<file path="src/rtl/tdm_demux8.sv">
// TDM_DEMUX8: serial time-division demultiplexer.
// Collects eight serial slots, one per accepted beat, into a parallel byte.
// A sync beat always marks slot 0. A completed frame is presented on 'a'
// together with a single out_valid pulse. A frame that is broken, either by
// an early sync or by an over-long idle gap, is dropped and frame_err pulses.
`timescale 1ns/1ps

module tdm_demux8 #(
  parameter int unsigned TIMEOUT = 15
) (
  input  logic       clk,
  input  logic       rst,
  input  logic       din,
  input  logic       in_valid,
  input  logic       sync,
  output logic [7:0] a,
  output logic       out_valid,
  output logic [2:0] sel,
  output logic       busy,
  output logic       frame_err
);

  typedef enum logic {
    IDLE = 1'b0,
    RUN  = 1'b1
  } state_t;

  // The timer aborts the frame on the idle cycle that would take it to
  // TIMEOUT. That is the idle cycle on which it already holds TIMEOUT-1.
  localparam logic [7:0] TimeoutLast = 8'(TIMEOUT - 1);

  state_t      state_q;
  logic [2:0]  slot_q;
  logic [6:0]  shadow_q;
  logic [7:0]  idleTimer_q;
  logic [7:0]  a_q;
  logic        outValid_q;
  logic        frameErr_q;
  logic [7:0]  idleTimer_d;

  // Next idle-timer value for an in_valid=0 cycle while a frame is open.
  always_comb begin
    idleTimer_d = idleTimer_q + 8'd1;
  end

  // Frame FSM with its slot counter, shadow bits, idle timer and registered outputs.
  always_ff @(posedge clk or posedge rst) begin
    if (rst) begin
      state_q     <= IDLE;
      slot_q      <= 3'd0;
      shadow_q    <= 7'd0;
      idleTimer_q <= 8'd0;
      a_q         <= 8'd0;
      outValid_q  <= 1'b0;
      frameErr_q  <= 1'b0;
    end else begin
      outValid_q <= 1'b0;
      frameErr_q <= 1'b0;
      case (state_q)
        IDLE: begin
          idleTimer_q <= 8'd0;
          if (in_valid && sync) begin
            shadow_q <= {6'd0, din};
            slot_q   <= 3'd1;
            state_q  <= RUN;
          end
        end
        RUN: begin
          if (in_valid) begin
            idleTimer_q <= 8'd0;
            if (sync) begin
              frameErr_q <= 1'b1;
              shadow_q   <= {6'd0, din};
              slot_q     <= 3'd1;
            end else if (slot_q == 3'd7) begin
              a_q        <= {din, shadow_q};
              outValid_q <= 1'b1;
              slot_q     <= 3'd0;
              state_q    <= IDLE;
            end else begin
              shadow_q[slot_q] <= din;
              slot_q           <= slot_q + 3'd1;
            end
          end else if (idleTimer_q == TimeoutLast) begin
            frameErr_q  <= 1'b1;
            slot_q      <= 3'd0;
            idleTimer_q <= 8'd0;
            state_q     <= IDLE;
          end else begin
            idleTimer_q <= idleTimer_d;
          end
        end
        default: begin
          state_q <= IDLE;
          slot_q  <= 3'd0;
        end
      endcase
    end
  end

  assign a         = a_q;
  assign out_valid = outValid_q;
  assign frame_err = frameErr_q;
  assign sel       = slot_q;
  assign busy      = (state_q == RUN);

endmodule

</file>
<file path="config.mk">
export PLATFORM = sky130hd
export DESIGN_NAME = tdm_demux8
export DESIGN_NICKNAME = d
export VERILOG_FILES = /design/src/rtl/tdm_demux8.sv
export SDC_FILE = /design/constraint.sdc
export NUM_CORES = 1
export LEC_CHECK = 0
export ABC_AREA = 1
export CAP_MARGIN = 20
export CORE_ASPECT_RATIO = 2
export CORE_MARGIN = 5
export CORE_UTILIZATION = 35
export CTS_CLUSTER_DIAMETER = 80
export DETAILED_ROUTE_END_ITERATION = 8
export PLACE_DENSITY = 0.65
export SYNTH_ARGS = -nofsm -noshare
export SYNTH_HDL_FRONTEND = slang
export SYNTH_SLANG_ARGS = --single-unit
</file>
<file path="constraint.sdc">
create_clock -name clk -period 1.85 [get_ports clk]
set_clock_uncertainty 0.15 [all_clocks]
set_input_delay 0.37 -clock clk [delete_from_list [all_inputs] [get_ports clk]]
set_output_delay 0.37 -clock clk [all_outputs]
set_load 0.005 [all_outputs]
</file>
==> impl_metrics.tcl <==
set metrics [dict create \
    crit_path_end_kind "output pin" \
    hold_class "input port to async pin" \
    final_common_cell "nand2_1" \
    p_sw_mw 0.4364 \
    fmax_mhz 557.3 \
    syn_to_final_growth_pct 38.10 \
    place_area_sq_um 1699 \
    cts_max_level 2 \
    final.setup.tns_ps 0 \
    track_usage 0.1251 \
    antenna_found_initial 0 \
    whs_ps 317.4 \
    start_util 0.3602 \
    chipWidth_microns 54.70 \
    critPathKind "flip-flop to output pin" \
    power.share.switching 0.2432 \
    crit_family "buffers and inverters" \
    r2r-end "shadow_q[3]" \
    die_height_microns 99.41 \
    crit_required_ps 1330 \
    routed_wl_microns 2844 \
    p_int_mw 1.358 \
    ir_worst_vdd_uv 537.9 \
    clk_latency_ps 270 \
    grt_pass1_wl_microns 4988 \
    seqPwrFrac 0.387 \
    status "finished clean" \
    hold_viol 0 \
    seq_area_frac_synth 0.5188 \
    root_buffer "clkbuf_8" \
    fin_area_sq_um 1932 \
    stdcell_count 253 \
    timing.rr.start "sel[1]" \
    crit_path_max_incr_delay_ps 500 \
    cp-start-kind "flip-flop" \
    ant_nets 0 \
    core.rowCount 32 \
    avgViaCountPerCell 4.660 \
    clockBufferDepth 2 \
    tightest_slew_ps 366.9 \
    fin_nets 210 \
    drive_gt1_frac 0.1782 \
    maxSlewViolCount 0 \
    critPathMaxFanout 7 \
    critPathSlowestCell "clkdlybuf4s50_1" \
    p_leak_nw 1.012 \
    fin_ws_ps 55.73 \
    cts_tree "built" \
    grt_pass1_vias 1145 \
    dr.first_iter.drc_count 20 \
    num_io_pins 19 \
    numCtsBuffers 5 \
    gp_congestion 0.8772 \
    finalCriticalPeriod_ps 1794 \
    post_drt_wl_per_cell_microns 11.24 \
    core_sq_um 3884 \
    clk_pin_slew_ps 70 \
    dpl.hpwl_microns 2041 \
    postCtsHoldBufs 0 \
    cp_cell_sequence "buf_4 -> clkdlybuf4s50_1" \
    clock_power_share 0.436 \
    slew_headroom 0.7554 \
    setup_viol 0 \
    p_comb_frac 0.177 \
    yosys_register_bits 29 \
    fin_crit_sh 0.9699 \
    maxCapViolCount 0 \
    final_cell_mix "nand2_1 (53), dfrtp_1 (29), clkdlybuf4s50_1 (17)" \
    die_area_sq_um 5437 \
    avgSynthCellArea_sq_um 8.582 \
    n_antenna_cell 0 \
    clock_sinks 29 \
    path_buf_inv 2 \
    arrival_ps 1270 \
    powerDensity_nw_per_um2 929.0 \
    drc 0 \
    dp_slack_ps -42.77 \
    synthCells 163 \
    fin_util 0.4974 \
    worstRegToRegCells 9 \
    drt_first_pass_iters 4 \
    rsz0062_at_grt "true" \
    grt_max_degree 30 \
    ys.warnings.count 0 \
    vias 1179 \
    r2r_slack_ps 140 \
    overflow 0 \
    io_buffers 18 \
    dp_cells 240 \
    synth_area_sq_um 1399 \
    synth_nets 172 \
    power.total_mw 1.795 \
    yosysUniqueCellTypes 23 \
]
==> synth_stat cells <==
library cell | instances | area share
nand2_1 | 54 | 0.14
dfrtp_1 | 29 | 0.52
inv_1 | 15 | 0.040
nand3_1 | 11 | 0.039
nor2_1 | 11 | 0.030
o21ai_1 | 8 | 0.029
nand4_1 | 6 | 0.027
nor3_1 | 6 | 0.021
ha_1 | 4 | 0.036
a21oi_1 | 3 | 0.011
inv_2 | 2 | 0.0054
nand2_2 | 2 | 0.0089
xor2_1 | 2 | 0.013
buf_6 | 1 | 0.0080
clkinv_4 | 1 | 0.0063
nand2_4 | 1 | 0.0080
nand3b_1 | 1 | 0.0054
nor2_4 | 1 | 0.0080
nor3_4 | 1 | 0.012
o21ai_0 | 1 | 0.0036
o21ai_2 | 1 | 0.0063
o21bai_4 | 1 | 0.013
xnor2_1 | 1 | 0.0063
==> power groups by stage <==
stage | clock [mW] | sequential (mW) | combinational [mW]
2_1_floorplan | 0 | 0.718 | 0.142
4_1_cts | 0.798 | 0.694 | 0.279
3_3_place_gp | 0 | 0.705 | 0.273
5_1_grt | 0.824 | 0.701 | 0.359
3_5_place_dp | 0 | 0.706 | 0.274
6_report | 0.783 | 0.694 | 0.318
==> cell type report <==
cell class	count	area, sq um
Tap cell	51	63.81
Multi-Input combinational cell	115	614.3
Fill cell	391	1952
Clock buffer	5	68.82
Clock inverter	3	65.06
Sequential cell	29	725.7
Inverter	18	72.57
Timing Repair Buffer	32	321.6
==> logic make-up (layout without fill, tap and decap cells) <==
family | count (synthesis) | after routing | share of synthesized area
compound gates | 14 | 14 | 0.06261
xor+xnor | 3 | 3 | 0.01879
fa+ha+maj | 4 | 4 | 0.03578
buf+inv | 19 | 58 | 0.05993
flops | 29 | 29 | 0.5188
simple gates | 94 | 94 | 0.3041
==> state kept, by name, indices dropped and copies added (netlist names) <==
| register | count |
|---|---|
| sel | 3 |
| frame_err | 1 |
| idleTimer_q | 8 |
| shadow_q | 7 |
| a | 8 |
| busy | 1 |
| out_valid | 1 |
==> worst min-delay path, stage by stage <==
cell             delay [ps]
clkdlybuf4s50_1         400
inv_1                    50
buf_4                   340
==> layer usage <==
metal,part of all wire,vias up,track usage
met2,0.54,25,0.2099
li1,-,601,-
met4,0.027,0,0.06910
met3,0.034,6,0.03148
met1,0.40,547,0.1349
met5,0,-,0
==> timing repair <==
item,4_1_cts,5_1_grt
pin swaps,0,1
gates cloned,0,1
gates resized for setup,1,7
setup endpoints to repair,7,9
setup buffers,0,4
==> worst max path at each step <==
| stage | to | cells past startpoint | slack, ps | from |
|---|---|---|---|---|
| floorplan | shadow_q[2] | 9 | 120 | sel[0] |
| global placement | shadow_q[1] | 6 | 10 | in_valid |
| detailed placement | shadow_q[0] | 6 | -40 | in_valid |
| CTS | sel[1] | 2 | 20 | sel[1] |
| global route | sel[0] | 2 | -10 | sel[0] |
| finish | sel[0] | 2 | 60 | sel[0] |
Power figures use the tool's default switching activity.
